$ cat config.mk
export PLATFORM = sky130hd
export DESIGN_NAME = dff_univ_shift_reg
export DESIGN_NICKNAME = d
export VERILOG_FILES = /design/src/rtl/dff_univ_shift_reg.sv
export SDC_FILE = /design/constraint.sdc
export NUM_CORES = 1
export LEC_CHECK = 0
export CELL_PAD_IN_SITES_DETAIL_PLACEMENT = 0
export CELL_PAD_IN_SITES_GLOBAL_PLACEMENT = 2
export CORE_MARGIN = 2
export CORE_UTILIZATION = 19
export CTS_CLUSTER_SIZE = 25
export DETAILED_ROUTE_END_ITERATION = 7
export PLACE_DENSITY_LB_ADDON = 0.1
export SYNTH_ARGS = -nofsm -noshare
export SYNTH_HDL_FRONTEND = slang
export SYNTH_SLANG_ARGS = --single-unit
$ cat constraint.sdc
create_clock -name clk -period 2 [get_ports clk]
set_clock_uncertainty 0.1 [all_clocks]
set_input_delay 0.2 -clock clk [delete_from_list [all_inputs] [get_ports clk]]
set_output_delay 0.2 -clock clk [all_outputs]
set_load 0.02 [all_outputs]
$ cat src/rtl/dff_univ_shift_reg.sv
// Universal WIDTH-bit register: hold, parallel load, shift, rotate, clear, invert.
// The outputs are Q, its complement, and the two serial-out taps used for chaining.
module dff_univ_shift_reg #(
  parameter int unsigned      WIDTH     = 4,
  parameter logic [WIDTH-1:0] RESET_VAL = '0
) (
  input  logic             clk,
  input  logic             rst,
  input  logic             en,
  input  logic [2:0]       mode,
  input  logic [WIDTH-1:0] D,
  input  logic             sin_lsb,
  input  logic             sin_msb,
  output logic [WIDTH-1:0] Q,
  output logic [WIDTH-1:0] Q_bar,
  output logic             sout_msb,
  output logic             sout_lsb
);

  localparam logic [2:0] MODE_HOLD   = 3'b000;
  localparam logic [2:0] MODE_LOAD   = 3'b001;
  localparam logic [2:0] MODE_SHL    = 3'b010;
  localparam logic [2:0] MODE_SHR    = 3'b011;
  localparam logic [2:0] MODE_ROTL   = 3'b100;
  localparam logic [2:0] MODE_ROTR   = 3'b101;
  localparam logic [2:0] MODE_CLEAR  = 3'b110;
  localparam logic [2:0] MODE_INVERT = 3'b111;

  logic [WIDTH-1:0] q_q;
  logic [WIDTH-1:0] q_d;

  // Per-bit next-state select; each bit sees only its two neighbours or the serial inputs.
  for (genvar gi = 0; gi < WIDTH; gi++) begin : g_bit
    logic shl_in;
    logic rotl_in;
    logic shr_in;
    logic rotr_in;

    if (gi == 0) begin : g_lo
      assign shl_in  = sin_lsb;
      assign rotl_in = q_q[WIDTH-1];
    end else begin : g_lo
      assign shl_in  = q_q[gi-1];
      assign rotl_in = q_q[gi-1];
    end

    if (gi == WIDTH-1) begin : g_hi
      assign shr_in  = sin_msb;
      assign rotr_in = q_q[0];
    end else begin : g_hi
      assign shr_in  = q_q[gi+1];
      assign rotr_in = q_q[gi+1];
    end

    always_comb begin
      q_d[gi] = q_q[gi];
      if (en) begin
        case (mode)
          MODE_HOLD:   q_d[gi] = q_q[gi];
          MODE_LOAD:   q_d[gi] = D[gi];
          MODE_SHL:    q_d[gi] = shl_in;
          MODE_SHR:    q_d[gi] = shr_in;
          MODE_ROTL:   q_d[gi] = rotl_in;
          MODE_ROTR:   q_d[gi] = rotr_in;
          MODE_CLEAR:  q_d[gi] = 1'b0;
          MODE_INVERT: q_d[gi] = ~q_q[gi];
          default:     q_d[gi] = q_q[gi];
        endcase
      end
    end
  end

  always_ff @(posedge clk or posedge rst) begin
    if (rst) begin
      q_q <= RESET_VAL;
    end else begin
      q_q <= q_d;
    end
  end

  assign Q        = q_q;
  assign Q_bar    = ~q_q;
  assign sout_msb = q_q[WIDTH-1];
  assign sout_lsb = q_q[0];

endmodule

==> impl_results.md, run 1 <==
- End of the worst register-to-register path: Q[3]$_DFFE_PP0P_
- Final wirelength: 1.04 mm
- Worst-path fanout max: 5
- Reg2reg path depth: 4
- Total clock sinks: 4
- Row cnt: 15
- R2r setup slk: 0.71 ns
- Most frequent cell after synthesis: nand2_1
- Slew HR: 69.0%
- Critical Path End: Q_bar[3]
- YS warnings: 0
- Share of the synthesized area in the top cell type: 28.2%
- Nets: 79
- Core ar.: 1750 um2
- # IOs: 22
- Place WS: 0.215 ns
- H-tree depth: 1
- Core Util, Final: 34.0%
- DR vias/cell: 4.31
- DIE AREA: 2230 um2
- P&R area growth vs syn: 66.9%
- Synthesized instance count: 44
- CTS tree: done
- Avg Inst Size Synth: 8.08 um2
- Post-synthesis sequential area ratio: 28.2%
- Worst EP arrival: 1.38 ns
- # DRC: 0
- Sw Ratio: 36.9%
- Post-CTS Hold Buffers: 0
- Register share of total power: 27.6%
- Startpoint Class: flip-flop
- Setup violations, final: 0
- First-pass GRT wire length: 1.70 mm
- Initial Util: 20.4%
- Final hold violations: 0
- WP data required: 1.70 ns
- P_sw: 159 uW
- Crit share post-route: 84.0%
- Grt ovf: 0
- Vias in the first global route: 360
- Power share of the combinational group: 49.3%
- Pint: 271 uW
- HP Class: in -> async
- Largest net degree at the start of global routing: 12
- Initial drt markers: 4
- Initial antenna violation count: 0
- Yosys cell types: 22
- DR vias: 388
- Clock network latency to the later pin of the worst-skew pair: 0.23 ns
- Pwr dens: 725 nW/um2
- Register bit count reported by yosys: 4
- Leakage power: 0.000234 uW
- Final min period: 1.68 ns
- Post-route ant nets: 0
- Status: finished, final reports clean
- Placed cell count: 87
- Synth Flop Type: dfrtp_1
- CP endpoint kind: output pin
- Post-CTS Resized: 0
- Total Power: 430 uW
- Async set-or-reset flop fraction in the synthesized netlist: 100%
- Worst-margin pin slew: 0.463 ns
- Die Span X: 47.2 um
- FMAX: 595 MHz
- Clock-pin slew on the worst setup and hold paths: 0.04 ns
- TritonCTS Buffers: 3
- CTS max path bufs: 2
- Routed WL per cell: 11.6 um
- CP Launch Point: Q[3]$_DFFE_PP0P_
- Synth top cells by count: nand2_1, inv_1, dfrtp_1
- Maxcap violations: 0
- GPL Wtd Cong: 0.664
- Maximum VDD drop: 0.000315 V
- Tot GR Track Use: 11.3%
- Biggest area consumer among synthesized cells: dfrtp_1
- Setup TNS: 0 ns
- Non-Filler Instances: 90
- Max reg flops: 4
- 1st-pass router iterations: 2
- Final worst setup slack: 0.320 ns
- RSZ-0062 raised after global routing: false
- Synthesized cell area: 355 um2
- Ratio of cells with drive above 1 in the final layout: 10.8%
- CTS Root Buffer Type: clkbuf_4
- Clk network pwr share: 23.1%
- Max-slew violation count: 0
- ANT cells: 0
- Syn Nets: 56
- Top cells by area, synth: dfrtp_1, buf_4, nand2_1
- Reg2reg start: Q[3]$_DFFE_PP0P_
- IO buf count: 21
- Final HPWL DP: 794 um
- Post-synth EDFFs: 0
- Vert. Die Dim: 47.2 um
- Post-CTS Setup Bufs: 0
- Setup CP Type: reg -> out
[critical path, stage by stage, from the launching register on]
cell             delay (ns)
dfrtp_1                0.42
inv_1                  0.12
clkdlybuf4s50_1        0.61
[metal layers]
layer	vias to the layer above	wire length, um	share of wire [%]	GRT usage, %
met3	0	52	5.0	5.77
met5	-	0	0	0
met2	14	487	47	16.5
li1	198	-	-	-
met4	0	0	0	1.67
met1	176	504	48	15.1
[per-stage QoR]
stage | hold slack [ns] | instance area (um2)
2_1_floorplan | -0.134 | 355
3_3_place_gp | 0.299 | 571
3_5_place_dp | 0.300 | 571
4_1_cts | 0.0459 | 593
5_1_grt | 0.0585 | 593
6_report | 0.0501 | 593
[layout by cell type, fill, tap and decap left out]
cell type        netlist  layout
and2_4                 1       1
inv_1                  5       5
o221ai_1               2       2
o32ai_1                1       1
dfrtp_1                4       4
o21ai_4                1       1
nor3_1                 2       2
nand4b_1               1       1
a211oi_1               1       1
nand2b_1               1       1
o31ai_2                1       1
a21oi_1                2       2
o21ai_1                3       3
clkdlybuf4s50_1        0      21
clkbuf_4               0       3
buf_4                  3       1
mux2i_1                2       2
nand2_1                6       6
or2_1                  1       1
nand3_1                1       1
nor2_1                 1       1
o21ai_0                3       3
o2bb2ai_1              1       1
[power groups by stage]
stage	combinational (uW)	sequential (uW)	clock (uW)
6_report	212	119	99.4
5_1_grt	231	122	113
4_1_cts	214	120	104
3_5_place_dp	213	120	0
3_3_place_gp	214	121	0
2_1_floorplan	101	131	0
[final cells by class]
cell class              instances  area, um2
clock buffers                   3       22.5
fillers                       195       1150
inverters                       5       18.8
multi-input cells              31        203
flip-flops and latches          4        100
well taps                      25       31.3
repair buffers                 22        218
[worst min path at each step]
stage	start	endpoint	slack (ns)	depth (start not counted)
after floorplan	rst	Q[0]$_DFFE_PP0P_	-0.13	1
after global placement	rst	Q[2]$_DFFE_PP0P_	0.30	2
after detailed placement	rst	Q[2]$_DFFE_PP0P_	0.30	2
after CTS	rst	Q[3]$_DFFE_PP0P_	0.05	2
after global routing	rst	Q[2]$_DFFE_PP0P_	0.06	2
final	rst	Q[3]$_DFFE_PP0P_	0.05	2
[cells by family (layout without fill, tap and decap cells)]
logic type | after synthesis | count (layout) | share of synthesized area (%)
flops | 4 | 4 | 28.2
mux | 2 | 2 | 5.63
compound gates | 15 | 15 | 31.3
simple gates | 14 | 14 | 20.1
buf+inv | 9 | 30 | 14.8
Note: power is estimated with default switching activity, not from simulation.
==> run 2, diff against run 1 <==
Settings changed: CORE_UTILIZATION 19 to 17.
Clock period 2 ns to 1.7 ns, I/O delays scaled along.
==> run 2 against run 1 <==
Against the previous run:
- worst hold slack worse by 0.025 ns
- via count up 3.9%
- final area up 3.4%
- combinational power up 19%
- final cell count up 4.4%
- flip-flop and latch count unchanged
- die area up 11%
- register-to-register slack worse by 0.31 ns
- clock-buffer cell count unchanged
- wire length up 1.2%
- first-iteration DRC count down 50%
- sequential power up 18%
- critical endpoint unchanged
==> impl_results.md, run 2 (synthesis results as in run 1) <==
- Total Power: 507 uW (+18%)
- Register share of total power: 27.7% (about the same)
- First-pass GRT wire length: 1.75 mm (+3.2%)
- CP endpoint kind: output pin
- Initial antenna violation count: 0 (unchanged)
- Pint: 321 uW (+18%)
- Tot GR Track Use: 9.19% (-2.1 points)
- Clk network pwr share: 22.4% (-0.7 points)
- Power share of the combinational group: 49.9% (+0.6 points)
- Nets: 81 (+2.5%)
- RSZ-0062 raised after global routing: false
- Final min period: 1.65 ns
- Hold WS: 0.0251 ns (-0.0250 ns)
- GPL Wtd Cong: 0.691 (+4.0%)
- Worst-path fanout max: 5 (unchanged)
- Status: finished, final reports clean
- Sw Ratio: 36.6% (-0.26 points)
- CTS tree: done
- Final wirelength: 1.06 mm (+1.2%)
- Startpoint Class: flip-flop
- DR vias/cell: 4.29 (-0.55%)
- FMAX: 605 MHz
- Ratio of cells with drive above 1 in the final layout: 13.4% (+2.7 points)
- Worst EP arrival: 1.38 ns (about the same)
- Vias in the first global route: 403 (+12%)
- CTS max path bufs: 2 (unchanged)
- Worst path max stage delay: 0.62 ns (about the same)
- Most common cell after layout, fill and taps aside: clkdlybuf4s50_1
- Post-route design area: 613 um2 (+3.4%)
- Setup violations, final: 0 (unchanged)
- Maxcap violations: 0 (unchanged)
- Crit share post-route: 97.2%
- Post-CTS Setup Bufs: 0 (unchanged)
- Core ar.: 1960 um2 (+12%)
- Setup TNS: 0 ns (unchanged)
- Crit path cell chain: inv_1 -> clkdlybuf4s50_1
- IO buf count: 21 (unchanged)
- Max-slew violation count: 0 (unchanged)
- Largest net degree at the start of global routing: 11 (-1)
- Grt ovf: 0 (unchanged)
- TritonCTS Buffers: 3 (unchanged)
- Max reg flops: 4 (unchanged)
- Total clock sinks: 4 (unchanged)
- HP Class: in -> async
- Routed WL per cell: 11.2 um (-3.1%)
- Clock-pin slew on the worst setup and hold paths: 0.03 ns (about the same)
- P_sw: 186 uW (+17%)
- CP max-delay cell: clkdlybuf4s50_1
- Clock network latency to the later pin of the worst-skew pair: 0.23 ns (about the same)
- FILL cells: 238 (+22%)
- P&R area growth vs syn: 72.5%
- Slew HR: 79.2% (+10 points)
- Worst-margin pin slew: 0.310 ns (-0.153 ns)
- H-tree depth: 1 (unchanged)
- ANT cells: 0 (unchanged)
- Post-route ant nets: 0 (unchanged)
- 1st-pass router iterations: 2 (unchanged)
- Final hold violations: 0 (unchanged)
- Initial drt markers: 2 (-2)
- # IOs: 22 (unchanged)
- Placed instance area: 588 um2 (+3.1%)
- # DRC: 0 (unchanged)
- Setup CP Type: reg -> out
- Leakage power: 0.000249 uW (+6.8%)
- Maximum VDD drop: 0.000467 V (+49%)
- Most frequent cells in the layout: clkdlybuf4s50_1, nand2_1, inv_1
- Die Span X: 49.7 um (+5.2%)
- Pwr dens: 827 nW/um2 (+14%)
- Reg2reg start: Q[0]$_DFFE_PP0P_
- Initial Util: 18.1% (-2.2 points)
- R2r setup slk: 0.40 ns (-0.31 ns)
- End of the worst register-to-register path: Q[0]$_DFFE_PP0P_
- DR vias: 403 (+3.9%)
- Final HPWL DP: 843 um (+6.1%)
- CTS Root Buffer Type: clkbuf_4
- Reg2reg path depth: 4 (unchanged)
- WP data required: 1.43 ns (-0.27 ns)
- DIE AREA: 2470 um2 (+11%)
- Vert. Die Dim: 49.7 um (+5.2%)
- Row cnt: 16 (+1)
-- run 2: power groups by stage --
stage / logic [uW] / clock network, uW / registers (uW)
after floorplan: 119 / 0 / 154
after global placement: 259 / 0 / 145
after detailed placement: 256 / 0 / 143
after CTS: 256 / 120 / 142
after global routing: 271 / 128 / 146
final: 253 / 114 / 140
-- run 2: layout make-up --
type	instances	area (um2)	share of cell area (%)
clock buffer	3	22.5	3.67
inverter	5	18.8	3.06
multi-input combinational	31	203	33.1
sequential	4	100	16.3
tap	27	33.8	5.51
timing repair buffer	24	235	38.4
-- run 2: how the worst max path moves through the flow --
stage / startpoint / to / slack [ns]
after floorplan: Q[3]$_DFFE_PP0P_ / Q[3]$_DFFE_PP0P_ / 0.30
after global placement: mode[0] / Q[2]$_DFFE_PP0P_ / 0.07
after detailed placement: mode[2] / Q[3]$_DFFE_PP0P_ / 0.11
after CTS: Q[0]$_DFFE_PP0P_ / Q_bar[0] / 0.02
after global routing: Q[2]$_DFFE_PP0P_ / Q_bar[2] / 0.004
final: Q[3]$_DFFE_PP0P_ / Q_bar[3] / 0.05
-- run 2: worst max-delay path, delay by kind of cell (launching register included) --
kind                   cells  cell delay (ns)
buffers and inverters      2             0.74
flip-flops                 1             0.42
-- run 2: routing by layer --
metal  vias up  share of wire, %  wire length [um]  track usage, %
met2        16                42               441            13.3
li1        205                 -                 -               -
met4         0                 0                 0            1.39
met1       182                49               516            12.4
met3         0               9.4                99            4.55
met5         -                 0                 0               0
-- run 2: timing repair --
| action | in CTS | in global routing |
|---|---|---|
| resized for setup | 0 | 1 |
| endpoints found under the setup margin | 0 | 1 |
| hold buffers | 0 | 0 |
-- run 2: through the flow --
step / setup slack [ns] / util [%] / instances
after floorplan: 0.302 / - / 44
after global placement: 0.0692 / 30.0 / 91
after detailed placement: 0.105 / 30.0 / 91
after CTS: 0.0206 / 31.1 / 94
after global routing: 0.00355 / 31.3 / 94
final: 0.0470 / 31.3 / 94
==> run 3, diff against run 2 <==
Settings changed: ABC_CLOCK_PERIOD_IN_PS from default to 1700, SKIP_LAST_GASP from default to 1, TNS_END_PERCENT from default to 30.
==> results of run 3 <==
The final DEF is identical to that of run 2; final timing and power are the same.
